`src/rtl/vga_sync_gen.sv`:
```
// ---------------------------------------------------------------------------
// vga_sync_gen
//
// Timing master for a 640x480@60 VGA output path running on the board clock.
// A clock divider produces an internal pixel enable; the horizontal and
// vertical counters advance only on that enable. This keeps the whole design
// on a single clock domain. hc/vc count the full line/frame, including the
// sync pulse, so the visible area starts at (HBP, VBP).
//
// Optional feature (compile-time macro VGA_PIX_COORD_EN):
//   When defined, adds pix_x/pix_y, which are visible-area coordinates
//   relative to (HBP, VBP). They are forced to 0 outside the visible area.
//   When undefined, these ports and their logic are absent.
//
// Ports:
//   clk          in   board clock
//   clr          in   synchronous active-high reset
//   hsync        out  horizontal sync, active low (low while hc < HSYNC_W)
//   vsync        out  vertical sync, active low (low while vc < VSYNC_W)
//   hc           out  horizontal count, 0..HPIXELS-1
//   vc           out  vertical count, 0..VLINES-1
//   vidon        out  high while hc/vc lie inside the visible window
//   pix_en       out  one-clk pulse on each edge where the counters advance
//   frame_start  out  one-clk pulse when the counters wrap to (0,0)
//   pix_x/pix_y  out  (VGA_PIX_COORD_EN only) visible coordinates or 0
//
// All outputs are registered. hsync/vsync/vidon (and pix_x/pix_y) are decoded
// from the next-state counter values, so they always describe the hc/vc
// presented in the same cycle.
// ---------------------------------------------------------------------------
module vga_sync_gen #(
  parameter int CLK_DIV = 2,    // board clocks per pixel, >= 1
  parameter int HPIXELS = 800,  // pixel periods per line
  parameter int VLINES  = 521,  // lines per frame
  parameter int HSYNC_W = 96,   // hsync low width (pixels)
  parameter int VSYNC_W = 2,    // vsync low width (lines)
  parameter int HBP     = 144,  // first visible hc
  parameter int HFP     = 784,  // first non-visible hc after active area
  parameter int VBP     = 31,   // first visible vc
  parameter int VFP     = 511   // first non-visible vc after active area
) (
  input  logic       clk,
  input  logic       clr,
  output logic       hsync,
  output logic       vsync,
  output logic [9:0] hc,
  output logic [9:0] vc,
  output logic       vidon,
  output logic       pix_en,
  output logic       frame_start
`ifdef VGA_PIX_COORD_EN
  ,
  output logic [9:0] pix_x,
  output logic [9:0] pix_y
`endif
);

  // A one-bit divider is kept for CLK_DIV=1. It never leaves 0, so the
  // enable then fires on every clock.
  localparam int DIV_W = (CLK_DIV > 1) ? $clog2(CLK_DIV) : 1;

  localparam logic [DIV_W-1:0] DIV_LAST = DIV_W'(CLK_DIV - 1);
  localparam logic [9:0]       H_LAST   = 10'(HPIXELS - 1);
  localparam logic [9:0]       V_LAST   = 10'(VLINES - 1);
  localparam logic [9:0]       H_SYNC   = 10'(HSYNC_W);
  localparam logic [9:0]       V_SYNC   = 10'(VSYNC_W);
  localparam logic [9:0]       H_VIS_LO = 10'(HBP);
  localparam logic [9:0]       H_VIS_HI = 10'(HFP);
  localparam logic [9:0]       V_VIS_LO = 10'(VBP);
  localparam logic [9:0]       V_VIS_HI = 10'(VFP);

  logic [DIV_W-1:0] div_q, div_d;
  logic [9:0]       hc_q, hc_d;
  logic [9:0]       vc_q, vc_d;
  logic             hsync_q, hsync_d;
  logic             vsync_q, vsync_d;
  logic             vidon_q, vidon_d;
  logic             pix_en_q, pix_en_d;
  logic             frame_start_q, frame_start_d;
  logic             pix_tick;
`ifdef VGA_PIX_COORD_EN
  logic [9:0]       pix_x_q, pix_x_d;
  logic [9:0]       pix_y_q, pix_y_d;
`endif

  // -------------------------------------------------------------------------
  // Next-state logic
  // -------------------------------------------------------------------------
  always_comb begin
    // NOTE: every signal gets a default before any branch, so no path can
    // leave it unassigned and infer a latch.
    pix_tick      = (div_q == DIV_LAST);
    div_d         = pix_tick ? '0 : div_q + DIV_W'(1);
    hc_d          = hc_q;
    vc_d          = vc_q;
    pix_en_d      = 1'b0;
    frame_start_d = 1'b0;

    if (pix_tick) begin
      pix_en_d      = 1'b1;
      frame_start_d = (hc_q == H_LAST) && (vc_q == V_LAST);
      if (hc_q == H_LAST) begin
        hc_d = '0;
        vc_d = (vc_q == V_LAST) ? '0 : vc_q + 10'd1;
      end else begin
        hc_d = hc_q + 10'd1;
      end
    end

    // The decode uses the next counter values, so the registered sync/vidon
    // lines up with the registered hc/vc. Between enables hc_d == hc_q, so
    // the decode holds.
    hsync_d = (hc_d >= H_SYNC);
    vsync_d = (vc_d >= V_SYNC);
    vidon_d = (hc_d >= H_VIS_LO) && (hc_d < H_VIS_HI) &&
              (vc_d >= V_VIS_LO) && (vc_d < V_VIS_HI);

`ifdef VGA_PIX_COORD_EN
    pix_x_d = vidon_d ? (hc_d - H_VIS_LO) : '0;
    pix_y_d = vidon_d ? (vc_d - V_VIS_LO) : '0;
`endif
  end

  // -------------------------------------------------------------------------
  // State registers
  // -------------------------------------------------------------------------
  always_ff @(posedge clk) begin
    // NOTE: clr is sampled on the clock edge. A mid-frame clear therefore
    // restarts cleanly on the next edge, and no frame_start is produced.
    if (clr) begin
      div_q         <= '0;
      hc_q          <= '0;
      vc_q          <= '0;
      hsync_q       <= 1'b0;
      vsync_q       <= 1'b0;
      vidon_q       <= 1'b0;
      pix_en_q      <= 1'b0;
      frame_start_q <= 1'b0;
`ifdef VGA_PIX_COORD_EN
      pix_x_q       <= '0;
      pix_y_q       <= '0;
`endif
    end else begin
      // NOTE: non-blocking assignments, so every flop samples the
      // pre-edge values regardless of statement order.
      div_q         <= div_d;
      hc_q          <= hc_d;
      vc_q          <= vc_d;
      hsync_q       <= hsync_d;
      vsync_q       <= vsync_d;
      vidon_q       <= vidon_d;
      pix_en_q      <= pix_en_d;
      frame_start_q <= frame_start_d;
`ifdef VGA_PIX_COORD_EN
      pix_x_q       <= pix_x_d;
      pix_y_q       <= pix_y_d;
`endif
    end
  end

  assign hsync       = hsync_q;
  assign vsync       = vsync_q;
  assign hc          = hc_q;
  assign vc          = vc_q;
  assign vidon       = vidon_q;
  assign pix_en      = pix_en_q;
  assign frame_start = frame_start_q;
`ifdef VGA_PIX_COORD_EN
  assign pix_x       = pix_x_q;
  assign pix_y       = pix_y_q;
`endif

endmodule
```
`config.mk`:
```
export PLATFORM = sky130hd
export DESIGN_NAME = vga_sync_gen
export DESIGN_NICKNAME = d
export VERILOG_FILES = /design/src/rtl/vga_sync_gen.sv
export SDC_FILE = /design/constraint.sdc
export NUM_CORES = 1
export LEC_CHECK = 0
export ABC_CLOCK_PERIOD_IN_PS = 4900
export CORE_ASPECT_RATIO = 1.75
export CORE_MARGIN = 1
export CORE_UTILIZATION = 55
export CTS_BUF_LIST = sky130_fd_sc_hd__clkbuf_8 sky130_fd_sc_hd__clkbuf_16
export CTS_CLUSTER_DIAMETER = 50
export DETAILED_ROUTE_END_ITERATION = 6
export GPL_ROUTABILITY_DRIVEN = 0
export PLACE_DENSITY = 0.86
export SETUP_SLACK_MARGIN = 0.5
export SYNTH_ARGS = -nofsm -noshare
export SYNTH_HDL_FRONTEND = slang
export SYNTH_SLANG_ARGS = --single-unit
```
`constraint.sdc`:
```
create_clock -name clk -period 4.9 [get_ports clk]
set_input_delay 0.49 -clock clk [delete_from_list [all_inputs] [get_ports clk]]
set_output_delay 0.49 -clock clk [all_outputs]
set_load 0.01 [all_outputs]
```
==> metrics.txt, run 1 <==
ratio of cells with drive above 1 in the final layout=4.926%; Max Clk Rate=0.3760 GHz; largest net degree at the start of global routing=27; Longest Clk Path Bufs=2; status=completed; end of the worst register-to-register path=vidon$_SDFF_PP0_; Synth Flop Type=sky130_fd_sc_hd__dfxtp_1; overall routed net length=3913 µm; clock latency on the worst-skew pair=270 ps; remaining max-slew budget at the tightest pin=36.54%; net switching component of the power=0.07855 mW; CTS tree=built; final count of pins violating max slew=0; core region area=2522 µm²; Worst-Margin Slew=949.0 ps; number of global-route vias before repair=1,388; vias post-DR=1,528; arrival time of the worst setup path=2830 ps; total buffers and inverters traversed by the critical path=0; kind of cell with the highest combined delay on the critical path=simple AND/OR/NAND/NOR gates; number of stages on the worst setup path=6; die height=70.63 µm; I/O Buffers=26; clock period minus final worst setup slack=2659 ps; post-layout utilization of the core=71.23%; sequential share of power=53.3%; CTS H-tree lvls=1; proportion of synthesized chip area in sequential cells=35.16%; final worst hold slack=539.9 ps; syn nets=189; least setup slack across all paths after layout=2241 ps; critical path launch point=hc[5]$_SDFF_PP0_; routed via count divided by cell count=6.672; worst ir drop on vdd=0.1529 mV; Area Overhead vs Synth=21.39%; worst-path cell with the longest stage delay=sky130_fd_sc_hd__or4_1; Resized cells post-CTS=0; Worst Setup Path Type=flip-flop to flip-flop; total CTS buffers=3; HPWL after detailed placement=2857 µm; antenna diode instance count=0; number of nets in the final layout=209; total global routing track utilization=30.94%; first-pass GRT wire length=6451 µm; async set or reset register ratio after synthesis=0%; number of DRC markers after the initial detailed-route iteration=69; count of unique library cells instantiated by Yosys=45; master cell of the clock root buffer=sky130_fd_sc_hd__clkbuf_8; Setup Total Neg Slack=0 ps; destination of the critical timing path=vidon$_SDFF_PP0_; I/O pin cnt=27; crit-path max cell delay=710 ps; Mean Syn Cell Area=8.044 µm²; die span in x=41.22 µm; ordered list of cells on the worst path=or3_4, or4_1, o31a_1, o221ai_1, nor4_1, a2111oi_2; number of nets with antenna violations after routing=0; count of TritonRoute iterations in the first routing pass=5; worst endpoint required time=5070 ps; setup repair after global routing missed its margin=false; R2R Path Start=hc[5]$_SDFF_PP0_; number of warning messages in the yosys log=0; antenna violations before repair=0; clock slew at the register clock pins of the worst setup and hold paths=90 ps; power share of the combinational group=3.0%; clock group share of total power=43.6%; DRC violation count after routing=0; number of hold-slack violations in the final timing report=0; post-DR wirelength/cell=17.09 µm; starting utilization of the core area=58.68%; flip-flop and latch count after synthesis=26; row cnt=24; largest fanout on the critical path=10; number of cells in the finished layout apart from fillers=229; crit start category=flip-flop; PwrDens=226.6 nW/µm²; ratio of final minimum period to clock period=54.27%; total leakage power=0.6095 nW; Setup Slack @ Placement=2275 ps; internal portion of total power=0.3286 mW; number of enable-type register cells in the synthesized netlist=0; largest clock skew in the final design=3.436 ps; setup fix buffers added after clock tree synthesis=0; nature of the critical path endpoint=flip-flop; proportion of total power due to net switching=19.30%; sum of overflow across all layers after global routing=0; cell count after placement=225; Num Clock Sinks=26; cell count after synthesis=184; number of setup violations in the final report=0; Min-Delay Path Class=flip-flop to flip-flop; FF-to-FF setup slack=2240 ps; number of cells traversed by the worst register-to-register path=6; synthesized cell area=1480 µm²; Maximum Capacitance Violations=0; Die Footprint=2911 µm²; count of hold buffers inserted by post-cts repair=0
-- sequential cells by signal, indices dropped and copies added, names as in the netlist --
name / count
pix_en: 1
hsync: 1
hc: 10
vsync: 1
vidon: 1
div_q: 1
vc: 10
frame_start: 1
-- synthesized netlist by cell type, drive strengths merged (2+ instances only) --
| library cell | n | area share, % |
|---|---|---|
| o21ai | 4 | 1.4 |
| buf | 3 | 1.4 |
| and4 | 4 | 2.4 |
| inv | 3 | 0.76 |
| a211oi | 2 | 1.0 |
| nand4 | 5 | 2.1 |
| xnor2 | 7 | 4.1 |
| or3 | 5 | 2.5 |
| nand3 | 10 | 3.4 |
| nand2 | 14 | 3.6 |
| and3 | 2 | 0.85 |
| nand2b | 2 | 0.85 |
| nor3 | 12 | 4.1 |
| nor2 | 24 | 6.1 |
| dfxtp | 26 | 35 |
| a31oi | 2 | 0.85 |
| o211ai | 2 | 1.0 |
| clkbuf | 9 | 2.3 |
| nor4 | 5 | 3.0 |
| a21oi | 11 | 3.7 |
| xor2 | 9 | 5.3 |
| ha | 3 | 2.5 |
-- power groups by stage --
stage / clock network (mW) / registers, mW / logic [mW]
floorplan: 0 / 0.221 / 0.00780
global placement: 0 / 0.222 / 0.0122
detailed placement: 0 / 0.222 / 0.0125
CTS: 0.180 / 0.217 / 0.0126
global route: 0.189 / 0.218 / 0.0136
finish: 0.178 / 0.217 / 0.0124
-- cell families after synthesis --
| group | Yosys count | share of synthesized area, % |
|---|---|---|
| simple gates | 91 | 32.97 |
| mux | 1 | 0.6763 |
| fa+ha+maj | 3 | 2.536 |
| buf+inv | 15 | 4.480 |
| xor+xnor | 16 | 9.468 |
| flops | 26 | 35.16 |
| compound gates | 32 | 14.71 |
-- worst reg2reg max path: cells and delay by family (launching register included) --
family	cells	cell delay (ps)
AND/OR/NAND/NOR	3	1250
AO/OA/AOI/OAI	3	910
flip-flops	1	410
-- per-layer routing --
metal | up-vias | wire [µm] | global-route usage, %
met5 | - | 0 | 0
met3 | 34 | 241 | 7.837
met1 | 685 | 1363 | 32.93
li1 | 709 | - | -
met4 | 0 | 257 | 18.64
met2 | 100 | 2050 | 50.35
-- cell type report --
class,instances,area [µm²]
multi-input cells,143,893.4
fillers,213,725.7
flip-flops and latches,26,520.5
repair buffers,27,267.8
clock buffers,3,41.29
well taps,26,32.53
clock inverters,1,30.03
inverters,3,11.26
-- cells in the final DEF, fill, tap and decap left out, types with 2 or more instances in the layout --
| cell | netlist | final |
|---|---|---|
| sky130_fd_sc_hd__o21ai_0 | 4 | 4 |
| sky130_fd_sc_hd__a211oi_1 | 2 | 2 |
| sky130_fd_sc_hd__ha_1 | 3 | 3 |
| sky130_fd_sc_hd__nor4_1 | 3 | 3 |
| sky130_fd_sc_hd__o211ai_1 | 2 | 2 |
| sky130_fd_sc_hd__nor4_2 | 2 | 2 |
| sky130_fd_sc_hd__clkbuf_8 | 0 | 3 |
| sky130_fd_sc_hd__nor3_1 | 12 | 12 |
| sky130_fd_sc_hd__nand3_1 | 10 | 10 |
| sky130_fd_sc_hd__nand4_1 | 5 | 5 |
| sky130_fd_sc_hd__and3_1 | 2 | 2 |
| sky130_fd_sc_hd__a21oi_1 | 11 | 11 |
| sky130_fd_sc_hd__dfxtp_1 | 26 | 26 |
| sky130_fd_sc_hd__nand2b_1 | 2 | 2 |
| sky130_fd_sc_hd__nor2_1 | 24 | 24 |
| sky130_fd_sc_hd__or3_1 | 4 | 4 |
| sky130_fd_sc_hd__xor2_1 | 9 | 9 |
| sky130_fd_sc_hd__inv_1 | 3 | 3 |
| sky130_fd_sc_hd__xnor2_1 | 7 | 7 |
| sky130_fd_sc_hd__a31oi_1 | 2 | 2 |
| sky130_fd_sc_hd__clkdlybuf4s50_1 | 0 | 26 |
| sky130_fd_sc_hd__and4_1 | 4 | 4 |
| sky130_fd_sc_hd__nand2_1 | 14 | 14 |
-- through the flow --
step,power (mW),instance area [µm²]
2_1_floorplan,0.2287,1480
3_5_place_dp,0.2346,1725
4_1_cts,0.4101,1797
3_3_place_gp,0.2341,1725
6_report,0.4071,1797
5_1_grt,0.4200,1797
-- how the worst min path moves through the flow --
stage	start	endpoint	cells after the start
after floorplan	hc[1]$_SDFF_PP0_	hc[1]$_SDFF_PP0_	2
after detailed placement	hc[1]$_SDFF_PP0_	hc[1]$_SDFF_PP0_	2
after global routing	hc[1]$_SDFF_PP0_	hc[1]$_SDFF_PP0_	2
after CTS	hc[1]$_SDFF_PP0_	hc[1]$_SDFF_PP0_	2
after global placement	hc[1]$_SDFF_PP0_	hc[1]$_SDFF_PP0_	2
final	hc[1]$_SDFF_PP0_	hc[1]$_SDFF_PP0_	2
No activity file was read; power rests on OpenSTA's default activity.
==> run 2, diff against run 1 <==
ABC_CLOCK_PERIOD_IN_PS = 2400   (was 4900)
CORE_UTILIZATION = 46   (was 55)
PLACE_DENSITY = 0.77   (was 0.86)
clock period = 2.4 ns   (was 4.9 ns; I/O delays follow)
==> metrics.txt, run 2 (synthesis results as in run 1) <==
Num Clock Sinks=26; Worst-Margin Slew=321.8 ps; total CTS buffers=3; I/O pin cnt=27; Min-Delay Path Class=flip-flop to flip-flop; CTS H-tree lvls=1; row cnt=26; ordered list of cells on the worst path=or3_4, or4_4, o31a_1, nor2_2, and4_4, a41oi_1; commonest cells after routing, fill and taps aside=26 x sky130_fd_sc_hd__clkdlybuf4s50_1, 22 x sky130_fd_sc_hd__nor2_1, 22 x sky130_fd_sc_hd__buf_4, 16 x sky130_fd_sc_hd__dfxtp_1, 12 x sky130_fd_sc_hd__nand2_1; worst ir drop on vdd=0.3071 mV; starting utilization of the core area=49.46%; number of hold-slack violations in the final timing report=0; most common cell after layout, fill and taps aside=sky130_fd_sc_hd__clkdlybuf4s50_1; R2R Path Start=hc[5]$_SDFF_PP0_; first-pass GRT wire length=7058 µm; largest fanout on the critical path=4; core region area=2993 µm²; antenna violations before repair=0; antenna diode instance count=0; worst-path cell with the longest stage delay=sky130_fd_sc_hd__or4_4; Die Footprint=3458 µm²; hold path start=div_q$_SDFF_PP0_; number of nets in the final layout=230; HPWL after detailed placement=2942 µm; largest clock skew in the final design=1.869 ps; sum of overflow across all layers after global routing=0; DRC violation count after routing=0; FF-to-FF setup slack=220 ps; nature of the critical path endpoint=flip-flop; number of nets with antenna violations after routing=0; vias post-DR=1,584; setup repair after global routing missed its margin=true; Area Overhead vs Synth=40.66%; worst hold path cell count=1; number of global-route vias before repair=1,539; crit start category=flip-flop; total global routing track utilization=27.35%; Min-Delay Endpoint=pix_en$_SDFF_PP0_; Max Clk Rate=0.4578 GHz; clock group share of total power=36.7%; Longest Clk Path Bufs=2; arrival time of the worst setup path=2320 ps; total leakage power=0.7234 nW; number of DRC markers after the initial detailed-route iteration=74; overall routed net length=4429 µm; die span in x=44.88 µm; master cell of the clock root buffer=sky130_fd_sc_hd__clkbuf_8; remaining max-slew budget at the tightest pin=78.25%; die height=77.04 µm; largest net degree at the start of global routing=26; clock latency on the worst-skew pair=260 ps; sequential share of power=58.1%; power share of the combinational group=5.1%; Worst Setup Path Type=flip-flop to flip-flop; crit-path max cell delay=470 ps; proportion of total power due to net switching=20.80%; count of TritonRoute iterations in the first routing pass=4; routed via count divided by cell count=5.955; total power consumption of the routed design=0.7598 mW; end of the worst register-to-register path=vsync$_SDFF_PP0_; count of hold buffers inserted by post-cts repair=0; net switching component of the power=0.1581 mW; ratio of final minimum period to clock period=91.02%; post-DR wirelength/cell=16.65 µm; internal portion of total power=0.6018 mW; post-layout utilization of the core=69.57%; clock slew at the register clock pins of the worst setup and hold paths=90 ps; PwrDens=365.0 nW/µm²; I/O Buffers=26; Maximum Capacitance Violations=0; ratio of cells with drive above 1 in the final layout=25.89%; number of setup violations in the final report=0; placed cell areas=1851 µm²; Setup Total Neg Slack=0 ps; final count of pins violating max slew=0; clock period minus final worst setup slack=2184 ps; CTS tree=built; status=completed; worst endpoint required time=2540 ps; number of cells traversed by the worst register-to-register path=6; final non-filler cell area=2082 µm²
[run 2: cell types whose count changed in the layout (fill, tap and decap cells not counted), sizes merged]
cell,before,now
buf,1,22
bufinv,1,0
clkbuf,3,4
[run 2: what timing repair did]
item	4_1_cts	5_1_grt
setup buffers	9	0
pin swaps	5	0
resized for setup	12	16
endpoints found under the setup margin	7	12
[run 2: layout make-up]
type,count,area (µm²)
flip-flops and latches,26,535.5
inverters,3,11.26
well taps,42,52.55
multi-input cells,143,1002
clock buffers,4,55.05
fillers,248,910.9
repair buffers,48,425.4
[run 2: stage by stage]
step           cells  hold WS, ps  setup slack (ps)
2_1_floorplan    184        528.0             67.29
3_3_place_gp     253        508.0             177.5
3_5_place_dp     253        526.0             128.5
4_1_cts          266        576.6             269.9
5_1_grt          266        575.3             175.3
6_report         266        549.1             215.6
[run 2: critical path, delay by kind of cell, from the launching register on]
kind,cells,cell delay [ps]
DFF,1,330
AOI/OAI and AO/OA,2,420
and+or+nand+nor,4,1300
[run 2: per-layer routing]
| metal | up-vias | wire length, µm | GRT usage (%) |
|---|---|---|---|
| met5 | - | 0 | 0 |
| met4 | 0 | 206 | 16.36 |
| met1 | 745 | 1618 | 29.18 |
| li1 | 750 | - | - |
| met2 | 71 | 2395 | 47.50 |
| met3 | 18 | 208 | 4.235 |
[run 2: power groups by stage]
| stage | Combinational, mW | Sequential (mW) | Clock [mW] |
|---|---|---|---|
| after detailed placement | 0.0301 | 0.452 | 0 |
| final | 0.0390 | 0.442 | 0.279 |
| after CTS | 0.0363 | 0.440 | 0.284 |
| after floorplan | 0.0159 | 0.451 | 0 |
| after global placement | 0.0298 | 0.452 | 0 |
| after global routing | 0.0420 | 0.442 | 0.307 |
[run 2: how the worst max path moves through the flow]
stage,startpoint,endpoint,slack (ps),depth (start not counted)
6_report,hc[5]$_SDFF_PP0_,vsync$_SDFF_PP0_,220,6
5_1_grt,hc[5]$_SDFF_PP0_,vsync$_SDFF_PP0_,180,6
4_1_cts,hc[5]$_SDFF_PP0_,vsync$_SDFF_PP0_,270,6
3_5_place_dp,vc[0]$_SDFF_PP0_,vidon$_SDFF_PP0_,130,7
3_3_place_gp,vc[0]$_SDFF_PP0_,vidon$_SDFF_PP0_,180,7
2_1_floorplan,hc[6]$_SDFF_PP0_,vsync$_SDFF_PP0_,70,8
